--- src/rtl/pc_fetch_gen_pkg.sv ---
// Shared types and constants for the fetch-address generator: FSM states,
// redirect priority levels and default reset/exception addresses.
package pc_fetch_gen_pkg;

    typedef enum logic [0:0] {
        ST_IDLE = 1'b0,
        ST_REQ  = 1'b1
    } pc_state_e;

    // Larger value wins; PRIO_NONE means no redirect this cycle.
    typedef enum logic [2:0] {
        PRIO_NONE   = 3'd0,
        PRIO_BRANCH = 3'd1,
        PRIO_JUMP   = 3'd2,
        PRIO_JR     = 3'd3,
        PRIO_ERET   = 3'd4,
        PRIO_EXC    = 3'd5
    } redir_prio_e;

    localparam int          INST_BYTES   = 4;
    localparam logic [31:0] DEF_RESET_PC = 32'h0000_0000;
    localparam logic [31:0] DEF_EXC_VEC  = 32'h0000_0180;

    // A newer redirect replaces a buffered one unless the buffered one outranks it.
    function automatic logic prio_wins(input redir_prio_e new_p, input redir_prio_e old_p);
        return new_p >= old_p;
    endfunction

endpackage

--- src/rtl/pc_fetch_gen_target_mux.sv ---
// Combinational redirect selection: picks the highest-priority redirect of the
// cycle and computes its target, plus the sequential successor of the fetch address.
module pc_fetch_gen_target_mux
    import pc_fetch_gen_pkg::*;
#(
    parameter int                ADDR_W  = 32,
    parameter logic [ADDR_W-1:0] EXC_VEC = ADDR_W'(DEF_EXC_VEC)
) (
    input  logic [ADDR_W-1:0] i_pc,
    input  logic [ADDR_W-1:0] i_if_addr,
    input  logic              i_exc,
    input  logic              i_eret,
    input  logic [ADDR_W-1:0] i_epc,
    input  logic              i_jr,
    input  logic [ADDR_W-1:0] i_jr_target,
    input  logic              i_jump,
    input  logic [25:0]       i_addr,
    input  logic              i_branch,
    input  logic [31:0]       i_offset,
    output logic              o_redir_valid,
    output redir_prio_e       o_redir_prio,
    output logic [ADDR_W-1:0] o_redir_target,
    output logic [ADDR_W-1:0] o_seq_addr
);

    logic [ADDR_W-1:0]  w_base;
    logic [ADDR_W+31:0] w_off_sext;
    logic [ADDR_W-1:0]  w_off_sh;
    logic [ADDR_W-1:0]  w_branch_target;
    logic [ADDR_W-1:0]  w_jump_target;
    logic               w_unused_off;

    // Targets are relative to the instruction currently held in decode.
    assign w_base          = i_pc + ADDR_W'(INST_BYTES);
    assign w_off_sext      = {{ADDR_W{i_offset[31]}}, i_offset};
    assign w_off_sh        = {w_off_sext[ADDR_W-3:0], 2'b00};
    assign w_unused_off    = ^w_off_sext[ADDR_W+31:ADDR_W-2];
    assign w_branch_target = w_base + w_off_sh;
    assign w_jump_target   = {w_base[ADDR_W-1:28], i_addr, 2'b00};
    assign o_seq_addr      = i_if_addr + ADDR_W'(INST_BYTES);

    always_comb begin
        o_redir_valid  = 1'b1;
        o_redir_prio   = PRIO_NONE;
        o_redir_target = o_seq_addr;
        if (i_exc) begin
            o_redir_prio   = PRIO_EXC;
            o_redir_target = EXC_VEC;
        end else if (i_eret) begin
            o_redir_prio   = PRIO_ERET;
            o_redir_target = i_epc;
        end else if (i_jr) begin
            o_redir_prio   = PRIO_JR;
            o_redir_target = i_jr_target;
        end else if (i_jump) begin
            o_redir_prio   = PRIO_JUMP;
            o_redir_target = w_jump_target;
        end else if (i_branch) begin
            o_redir_prio   = PRIO_BRANCH;
            o_redir_target = w_branch_target;
        end else begin
            o_redir_valid  = 1'b0;
        end
    end

endmodule

--- src/rtl/pc_fetch_gen.sv ---
// Fetch-address generator: one outstanding req/ack fetch at a time, stall and
// prioritised redirects, a depth-1 pending-redirect buffer, and {pc, valid} to decode.
// Handshake: a fetch completes in a cycle where if_req_o && if_ack_i; while
// if_req_o && !if_ack_i the address is held stable.
module pc_fetch_gen
    import pc_fetch_gen_pkg::*;
#(
    parameter int                ADDR_W   = 32,
    parameter logic [ADDR_W-1:0] RESET_PC = ADDR_W'(DEF_RESET_PC),
    parameter logic [ADDR_W-1:0] EXC_VEC  = ADDR_W'(DEF_EXC_VEC)
) (
    input  logic              clk,
    input  logic              rst,
    input  logic              stall_i,
    input  logic              exc_i,
    input  logic              eret_i,
    input  logic [ADDR_W-1:0] epc_i,
    input  logic              jr_i,
    input  logic [ADDR_W-1:0] jr_target_i,
    input  logic              jump_i,
    input  logic [25:0]       addr_i,
    input  logic              branch_taken_i,
    input  logic [31:0]       offset_i,
    output logic              if_req_o,
    output logic [ADDR_W-1:0] if_addr_o,
    input  logic              if_ack_i,
    output logic [ADDR_W-1:0] pc_o,
    output logic              pc_valid_o,
    output pc_state_e         dbg_state_o
);

    pc_state_e         r_state;
    pc_state_e         w_state_nxt;
    logic [ADDR_W-1:0] r_if_addr,     w_if_addr_nxt;
    logic [ADDR_W-1:0] r_pc,          w_pc_nxt;
    logic              r_pc_valid,    w_pc_valid_nxt;
    logic              r_pend_valid,  w_pend_valid_nxt;
    logic [ADDR_W-1:0] r_pend_target, w_pend_target_nxt;
    redir_prio_e       r_pend_prio,   w_pend_prio_nxt;

    logic              w_redir_valid;
    redir_prio_e       w_redir_prio;
    logic [ADDR_W-1:0] w_redir_target;
    logic [ADDR_W-1:0] w_seq_addr;
    logic              w_capture;
    logic [ADDR_W-1:0] w_flush_target;
    redir_prio_e       w_flush_prio;

    pc_fetch_gen_target_mux #(
        .ADDR_W  (ADDR_W),
        .EXC_VEC (EXC_VEC)
    ) u_target_mux (
        .i_pc           (r_pc),
        .i_if_addr      (r_if_addr),
        .i_exc          (exc_i),
        .i_eret         (eret_i),
        .i_epc          (epc_i),
        .i_jr           (jr_i),
        .i_jr_target    (jr_target_i),
        .i_jump         (jump_i),
        .i_addr         (addr_i),
        .i_branch       (branch_taken_i),
        .i_offset       (offset_i),
        .o_redir_valid  (w_redir_valid),
        .o_redir_prio   (w_redir_prio),
        .o_redir_target (w_redir_target),
        .o_seq_addr     (w_seq_addr)
    );

    assign w_capture      = w_redir_valid && (!r_pend_valid || prio_wins(w_redir_prio, r_pend_prio));
    assign w_flush_target = w_redir_valid ? w_redir_target : r_pend_target;
    assign w_flush_prio   = w_redir_valid ? w_redir_prio   : r_pend_prio;

    always_ff @(posedge clk or negedge rst) begin
        if (!rst) r_state <= ST_IDLE;
        else      r_state <= w_state_nxt;
    end

    always_comb begin
        w_state_nxt = r_state;
        case (r_state)
            ST_IDLE: if (!stall_i)            w_state_nxt = ST_REQ;
            ST_REQ:  if (if_ack_i && stall_i) w_state_nxt = ST_IDLE;
            default:                          w_state_nxt = ST_IDLE;
        endcase
    end

    always_comb begin
        w_if_addr_nxt     = r_if_addr;
        w_pc_nxt          = r_pc;
        w_pc_valid_nxt    = 1'b0;
        w_pend_valid_nxt  = r_pend_valid;
        w_pend_target_nxt = r_pend_target;
        w_pend_prio_nxt   = r_pend_prio;
        case (r_state)
            ST_IDLE: begin
                if (!stall_i) begin
                    if (r_pend_valid)       w_if_addr_nxt = r_pend_target;
                    else if (w_redir_valid) w_if_addr_nxt = w_redir_target;
                    w_pend_valid_nxt = 1'b0;
                end else if (w_capture) begin
                    w_pend_valid_nxt  = 1'b1;
                    w_pend_target_nxt = w_redir_target;
                    w_pend_prio_nxt   = w_redir_prio;
                end
            end
            ST_REQ: begin
                if (!if_ack_i) begin
                    if (w_capture) begin
                        w_pend_valid_nxt  = 1'b1;
                        w_pend_target_nxt = w_redir_target;
                        w_pend_prio_nxt   = w_redir_prio;
                    end
                end else if (!r_pend_valid && !w_redir_valid) begin
                    w_pc_nxt       = r_if_addr;
                    w_pc_valid_nxt = 1'b1;
                    w_if_addr_nxt  = w_seq_addr;
                end else begin
                    // Returned instruction is on the wrong path: drop it and redirect.
                    w_pend_valid_nxt  = stall_i;
                    w_pend_target_nxt = w_flush_target;
                    w_pend_prio_nxt   = w_flush_prio;
                    if (!stall_i) w_if_addr_nxt = w_flush_target;
                end
            end
            default: ;
        endcase
    end

    always_ff @(posedge clk or negedge rst) begin
        if (!rst) begin
            r_if_addr     <= RESET_PC;
            r_pc          <= RESET_PC;
            r_pc_valid    <= 1'b0;
            r_pend_valid  <= 1'b0;
            r_pend_target <= RESET_PC;
            r_pend_prio   <= PRIO_NONE;
        end else begin
            r_if_addr     <= w_if_addr_nxt;
            r_pc          <= w_pc_nxt;
            r_pc_valid    <= w_pc_valid_nxt;
            r_pend_valid  <= w_pend_valid_nxt;
            r_pend_target <= w_pend_target_nxt;
            r_pend_prio   <= w_pend_prio_nxt;
        end
    end

    always_comb begin
        if_req_o    = (r_state == ST_REQ);
        if_addr_o   = r_if_addr;
        pc_o        = r_pc;
        pc_valid_o  = r_pc_valid;
        dbg_state_o = r_state;
    end

endmodule
--- config.mk ---
export PLATFORM = sky130hd
export DESIGN_NAME = pc_fetch_gen
export DESIGN_NICKNAME = d
export VERILOG_FILES = /design/src/rtl/pc_fetch_gen_pkg.sv /design/src/rtl/pc_fetch_gen_target_mux.sv /design/src/rtl/pc_fetch_gen.sv
export SDC_FILE = /design/constraint.sdc
export NUM_CORES = 1
export LEC_CHECK = 0
export ABC_AREA = 1
export CAP_MARGIN = 30
export CORE_MARGIN = 5
export CORE_UTILIZATION = 55
export DETAILED_ROUTE_END_ITERATION = 10
export DONT_BUFFER_PORTS = 1
export PLACE_DENSITY = 0.73
export RECOVER_POWER = 25
export SYNTH_ARGS = -nofsm -noshare
export SYNTH_HDL_FRONTEND = slang
export SYNTH_SLANG_ARGS = --single-unit
export TNS_END_PERCENT = 100
--- constraint.sdc ---
create_clock -name clk -period 3.36 [get_ports clk]
set_input_delay 0.672 -clock clk [delete_from_list [all_inputs] [get_ports clk]]
set_output_delay 0.672 -clock clk [all_outputs]
set_load 0.005 [all_outputs]
# Word level (Yosys, flattened, before mapping)
# Index checks and enable logic that the tools add are counted.
dict set report totals {
  inputBits 131
  latchBits 0
  mem_bits_ro 0
  memories 0
  out_inout_bits 67
  ramBits 0
  ff_bits 102
  wordCells 74
}
dict set report op_classes {
  shift 0
  add_sub_neg 3
  muxes 45
  order_cmp 1
  bitwise 1
  n_mul 0
  n_div 0
  reduce_logical 10
  n_eq_ne 7
}
# cell n
set op_table {}
lappend op_table {{$mux 32} 16}
lappend op_table {{$pmux 32 s2} 2}
lappend op_table {{$add 32x3->32 const B} 2}
lappend op_table {{$add 32x32->32} 1}
lappend op_table {{$mux 3} 9}
lappend op_table {{$mux 1} 15}
lappend op_table {{$ne 2x2->1 const B} 3}
lappend op_table {{$ne 3x2->1 const B} 2}
lappend op_table {{$ne 3x3->1 const B} 2}
lappend op_table {{$pmux 3 s2} 1}
lappend op_table {{$reduce_and 3->1} 2}
lappend op_table {{$pmux 1 s2} 2}
lappend op_table {{$reduce_and 4->1} 1}
lappend op_table {{$ge 3x3->1} 1}
lappend op_table {{$logic_and 1x1->1} 3}
lappend op_table {{$logic_not 1->1} 2}
lappend op_table {{$reduce_and 2->1} 1}
lappend op_table {{$logic_or 1x1->1} 1}
lappend op_table {{$not 1->1} 1}

# Longest topological paths before layout
dict set report depth {
  ltp_word 12
  mapped_depth 29
  ltp_nobuf 29
}

# Hierarchy
# Synthesis repeated with hierarchy kept, for this count alone.
dict set report unflattened {
  cells_unflattened 1911
  hier_area_um2 11033.1
}
# mod seq_area_each_um2 cells_each area_per_inst_um2 instances
set modules_own_cells {}
lappend modules_own_cells {pc_fetch_gen 2552.4 888 5885.6 1}
lappend modules_own_cells {pc_fetch_gen_target_mux 0.0 1023 5147.4 1}

# Least setup slack after synthesis
# OpenSTA, ideal clock, no wires.
dict set report synth_timing {
  kind {register to register}
  from {register r_pc[3], in the netlist pc_o[3]}
  to {register r_pend_target[26]}
  synth_period_minus_slack_ns 3.220
  arrival_time_ns 3.104
  required_time_ns 3.243
  path_stages_with_launch 25
  setup_time_ns 0.117
  slack_ns 0.140
  path_cell_list {dfrtp_1 ha_1 nand3_1 nor2_1 nand2_1 nor4_1 nand2_1 xnor2_1 ha_1 nand2_1 nor3_1 and2_1 nand3_1 nand3_1 nand2_1 nand3_1 nand2_1 nand2_1 nand2_1 nand3_1 nand2_1 nand2_1 o21ai_1 nand2_1 nand2_1}
}
dict set report synth_via {
  elab_chain_len 11
  elab_cells_between_ends 13
  cone_classes {2 x add/sub; 11 x mux}
}
# element line_no
set synth_lines {}
lappend synth_lines {{start, declared} pc_fetch_gen.sv:35} ;# logic [ADDR_W-1:0] r_pc, w_pc_nxt;
lappend synth_lines {{start signal, assigned} pc_fetch_gen.sv:140} ;# r_pc <= w_pc_nxt;
lappend synth_lines {{$add 32x3->32 *} pc_fetch_gen_target_mux.sv:34} ;# assign w_base = i_pc + ADDR_W'(INST_BYTES);
lappend synth_lines {{$add 32x32->32 *} pc_fetch_gen_target_mux.sv:38} ;# assign w_branch_target = w_base + w_off_sh;
lappend synth_lines {{$mux 32 *} pc_fetch_gen_target_mux.sv:58} ;# end else if (i_branch) begin
lappend synth_lines {{$mux 32 *} pc_fetch_gen_target_mux.sv:55} ;# end else if (i_jump) begin
lappend synth_lines {{$mux 32 *} pc_fetch_gen_target_mux.sv:52} ;# end else if (i_jr) begin
lappend synth_lines {{$mux 32 *} pc_fetch_gen_target_mux.sv:49} ;# end else if (i_eret) begin
lappend synth_lines {{$mux 32 *} pc_fetch_gen_target_mux.sv:46} ;# if (i_exc) begin
lappend synth_lines {{$mux 32} pc_fetch_gen.sv:71} ;# assign w_flush_target = w_redir_valid ? w_redir_target : r_pend_target;
lappend synth_lines {{$mux 32} pc_fetch_gen.sv:114} ;# end else if (!r_pend_valid && !w_redir_valid) begin
lappend synth_lines {{$mux 32} pc_fetch_gen.sv:108} ;# if (!if_ack_i) begin
lappend synth_lines {{$pmux 32 s2 *} pc_fetch_gen.sv:95} ;# case (r_state)
lappend synth_lines {{end signal, assigned} pc_fetch_gen.sv:143} ;# r_pend_target <= w_pend_target_nxt;
lappend synth_lines {{end, declared} pc_fetch_gen.sv:38} ;# logic [ADDR_W-1:0] r_pend_target, w_pend_target_nxt;
# Mark *: on every way between the ends. The rest lies on a longest branch, timed or not. The select of a mux whose other input is x is not followed.
# A chain may end at the register's enable or synchronous reset.

# Final worst setup path
dict set report layout_timing {
  from {register r_pc[3], in the netlist pc_o[3]}
  to {register r_if_addr[30], in the netlist if_addr_o[30]}
}
dict set report layout_via {
  elab_chain_len 12
  elab_cells_between_ends 15
  cone_classes {2 x add/sub; 13 x mux}
}
# element line_no
set layout_lines {}
lappend layout_lines {{$add 32x3->32 *} pc_fetch_gen_target_mux.sv:34}
lappend layout_lines {{$add 32x32->32} pc_fetch_gen_target_mux.sv:38}
lappend layout_lines {{$mux 32} pc_fetch_gen_target_mux.sv:58}
lappend layout_lines {{$mux 32 *} pc_fetch_gen_target_mux.sv:55}
lappend layout_lines {{$mux 32 *} pc_fetch_gen_target_mux.sv:52}
lappend layout_lines {{$mux 32 *} pc_fetch_gen_target_mux.sv:49}
lappend layout_lines {{$mux 32 *} pc_fetch_gen_target_mux.sv:46}
lappend layout_lines {{$mux 32} pc_fetch_gen.sv:71}
lappend layout_lines {{$mux 32} pc_fetch_gen.sv:123} ;# if (!stall_i) w_if_addr_nxt = w_flush_target;
lappend layout_lines {{$mux 32} pc_fetch_gen.sv:114}
lappend layout_lines {{$mux 32} pc_fetch_gen.sv:108}
lappend layout_lines {{$pmux 32 s2 *} pc_fetch_gen.sv:95}
lappend layout_lines {{end signal, assigned} pc_fetch_gen.sv:139} ;# r_if_addr <= w_if_addr_nxt;
lappend layout_lines {{end, declared} pc_fetch_gen.sv:34} ;# logic [ADDR_W-1:0] r_if_addr, w_if_addr_nxt;
# Marked as above.

==> results.py <==
metrics = {
    "run_status": {
        "status": "finished, violations left",
        "violations": "setup timing",
    },
    "sta": {
        "fin_skew_ns": 0.0114,
        "grt_setup_unrepaired": "yes",
        "setup_slack_ns": -0.210,
        "setup_viol": 32,
        "post-route-min-period_ns": 3.57,
        "relSlewSlack": 0.477,
        "worst_pin_slew_ns": 0.784,
        "hold_slack_ns": 0.0117,
        "timing.final.hold_violations": 0,
        "fmax_ghz": 0.280,
        "drv_slew": 0,
        "fin_crit_sh": 1.06,
    },
    "power_and_ir_drop": {
        "clockPowerShare": 0.174,
        "net-switching-power_w": 0.00256,
        "pwr-share-comb": 0.513,
        "leakagePower_nw": 7.39,
        "pwr-share-seq": 0.314,
        "switching_share": 0.455,
        "powerDensity_nw_per_um2": 384,
        "p_int_w": 0.00307,
        "ir_worst_vdd_mv": 0.345,
    },
    "critical_path": {
        "cp-end-kind": "flop",
        "path_depth": 25,
        "critical_path.slowest_cell": "dfrtp_1",
        "crit_fanout": 4,
        "cp-start-kind": "flop",
        "crit_family": "simple AND/OR/NAND/NOR gates",
        "r2r_cells": 25,
        "critPathMaxStageDelay_ns": 0.37,
        "crit_type": "reg -> reg",
        "required_ns": 3.64,
        "cp.buffers_inverters": 6,
        "cp_common_cell": "nand2_1",
        "arrival_ns": 3.85,
    },
    "finish": {
        "num_antenna_cells": 0,
        "final_util": 0.731,
        "drive_gt1_frac": 0.295,
        "areaGrowthSynthToFinish_pct": 32.0,
        "multi_input_area_um2": 9110,
        "nFillCells": 1698,
        "nets": 2207,
        "regArea_um2": 2550,
    },
    "synthesis": {
        "synthesis.area_um2": 11100,
        "syn-num-nets": 2068,
        "syn_area_per_cell_um2": 5.87,
        "ys.flop_type": "dfrtp_1",
        "yosysSeqAreaShare": 0.229,
        "ys_top_cells_by_area": "dfrtp_1 (23%), nand2_1 (21%), a21oi_1 (8.1%)",
        "ys_warn_count": 0,
        "yosys.area.top_type_share": 0.229,
        "async_flop_share": 1.00,
        "ys_types": 53,
        "synth_edf_count": 0,
        "syn_inst": 1897,
        "ys_seq_elements": 102,
        "yosysTopAreaCell": "dfrtp_1",
    },
    "routing": {
        "met3_length_mm": 5.75,
        "drcViolationCount": 0,
        "wl_met2_mm": 22.7,
        "drtIter0Drc": 1501,
        "drtAntennaViolNets": 0,
        "via_per_inst": 6.09,
        "dr_total_vias": 14072,
        "routed_wl_mm": 49.9,
        "wl_per_cell_um": 21.6,
        "wl_met1_mm": 18.3,
        "drt_pass1_iterations": 6,
        "highest_layer": "met4",
    },
    "clocking": {
        "cts_tree": "built",
        "cts.sinks": 102,
        "cts_buffers": 9,
        "path_clk_slew_ns": 0.08,
        "insertion_delay_ns": 0.35,
        "htree_levels": 3,
        "postCtsHoldBufs": 0,
        "clockBufferDepth": 2,
        "cts-root-buf": "clkbuf_16",
    },
    "die": {
        "dieArea_um2": 23200,
        "fp-row-count": 52,
        "core_um2": 20100,
        "ios": 198,
        "start_util": 0.554,
        "fp.dieW_um": 152,
        "die_height_um": 152,
    },
    "flow_run": {
        "drv_cap": 0,
    },
    "grt": {
        "grt_max_degree": 103,
        "grt_pass1_vias": 12460,
        "grt_pass1_wl_mm": 72.2,
        "overflow": 0,
        "track_usage": 0.392,
        "antenna_found_initial": 0,
    },
    "placement": {
        "dp_hpwl_mm": 37.3,
        "port_buffers": 0,
        "gp_congestion": 1.04,
    },
    "worst_hold_path": {
        "holdCritPathClass": "in -> async",
    },
}
## power groups by stage
| stage | registers, W | clock network (W) | logic [W] |
|---|---|---|---|
| 2_1_floorplan | 0.00169 | 0 | 0.00142 |
| 3_3_place_gp | 0.00176 | 0 | 0.00223 |
| 3_5_place_dp | 0.00177 | 0 | 0.00227 |
| 4_1_cts | 0.00175 | 0.000979 | 0.00245 |
| 5_1_grt | 0.00179 | 0.00103 | 0.00310 |
| 6_report | 0.00177 | 0.000980 | 0.00289 |
## kinds of logic after synthesis
logic type	Yosys count	share of synthesized area
flops	102	0.229
compound gates	372	0.179
simple gates	1059	0.402
buf+inv	282	0.111
fa+ha+maj	40	0.0456
xor+xnor	42	0.0330
## sequential cells by signal (all words and copies together) (netlist names)
| signal | flops |
|---|---|
| dbg_state_o | 1 |
| if_addr_o | 32 |
| pc_o | 32 |
| pc_valid_o | 1 |
| r_pend_prio | 3 |
| r_pend_target | 32 |
| r_pend_valid | 1 |
## Yosys cell counts, types with 3 or more instances
cell	n
nand2_1	609
nor2_1	222
inv_1	189
a21oi_1	181
nand3_1	143
dfrtp_1	102
o21ai_0	96
clkbuf_1	43
o21ai_1	42
ha_1	39
xor2_1	29
nand4_1	20
nor3_1	18
o21bai_1	16
buf_2	14
xnor2_1	13
o211ai_1	10
inv_2	9
clkbuf_8	8
nor2_2	8
a22oi_1	7
nand2_2	7
a31oi_1	5
clkinv_1	5
or2_2	5
buf_4	4
nand3_2	4
nor2_4	4
o22ai_1	4
a21o_1	3
buf_1	3
nor2_8	3
nor3_2	3
nor3_4	3
nor4_1	3
## layout make-up
cell class,count,area share
flip-flops and latches,102,0.174
clock inverters,3,0.00153
multi-input cells,1513,0.620
repair buffers,206,0.113
inverters,204,0.0528
well taps,270,0.0230
clock buffers,12,0.0161
## per-layer routing
metal / vias to the layer above / global-route usage
met4: 0 / 0.164
met5: - / 0
li1: 6417 / -
met1: 6449 / 0.512
met2: 1013 / 0.637
met3: 193 / 0.0764
## cells in the final DEF (no fill, tap or decap), drive strengths merged, types with 10 or more instances in the layout
cell type,synthesis,layout
nand2,616,616
nor2,237,237
buf,25,206
inv,199,199
a21oi,183,183
nand3,148,148
o21ai,139,139
dfrtp,102,102
ha,39,39
xor2,29,29
nor3,24,24
nand4,20,20
o21bai,16,16
xnor2,13,13
clkbuf,51,12
o211ai,10,10
## through the flow
stage | setup slack (ns) | power (W) | cells | area, um^2 | setup TNS (ns)
after floorplan | 0.140 | 0.00310 | 1897 | 11100 | 0
after global placement | -0.294 | 0.00399 | 2271 | 12400 | -5.77
after detailed placement | -0.323 | 0.00404 | 2272 | 12400 | -7.96
after CTS | -0.137 | 0.00518 | 2292 | 13400 | -1.88
after global routing | -0.349 | 0.00592 | 2310 | 14700 | -10.13
final | -0.210 | 0.00563 | 2310 | 14700 | -2.97
## worst reg2reg max path, stage by stage (launching register included)
cell and delay [ns]:
dfrtp_1 0.37, buf_6 0.13, nand2_4 0.06, nor2_4 0.19
buf_6 0.16, inv_2 0.06, nor3_2 0.19, xnor2_1 0.16
inv_1 0.12, ha_4 0.25, a21oi_1 0.29, buf_4 0.17
nand2_1 0.10, inv_1 0.10, nand2_2 0.08, a21oi_2 0.19
nand2_1 0.09, nand2_1 0.09, nand3_2 0.08, nand2_1 0.08
nand2_2 0.08, nand2_4 0.10, nand3_4 0.08, nand3_2 0.10
nand2_1 0.05, a21oi_1 0.13
## path summary, 6_finish.rpt
check                             startpoint           endpoint  slack, ns
setup / recovery                     pc_o[3]      if_addr_o[30]      -0.21
hold / removal                           rst        dbg_state_o       0.01
setup reg to reg                     pc_o[3]      if_addr_o[30]      -0.21
hold reg to reg            r_pend_target[19]  r_pend_target[19]       0.51
max in group asynchronous                rst           pc_o[11]       3.16
min in group clk                     stall_i        dbg_state_o       0.39
## timing repair
| action | in CTS | in global routing |
|---|---|---|
| pin swaps | 52 | 111 |
| buffers inserted | 5 | 20 |
| setup endpoints to repair | 42 | 48 |
| gates resized for setup | 165 | 276 |
(Power assumes the default switching activity.)
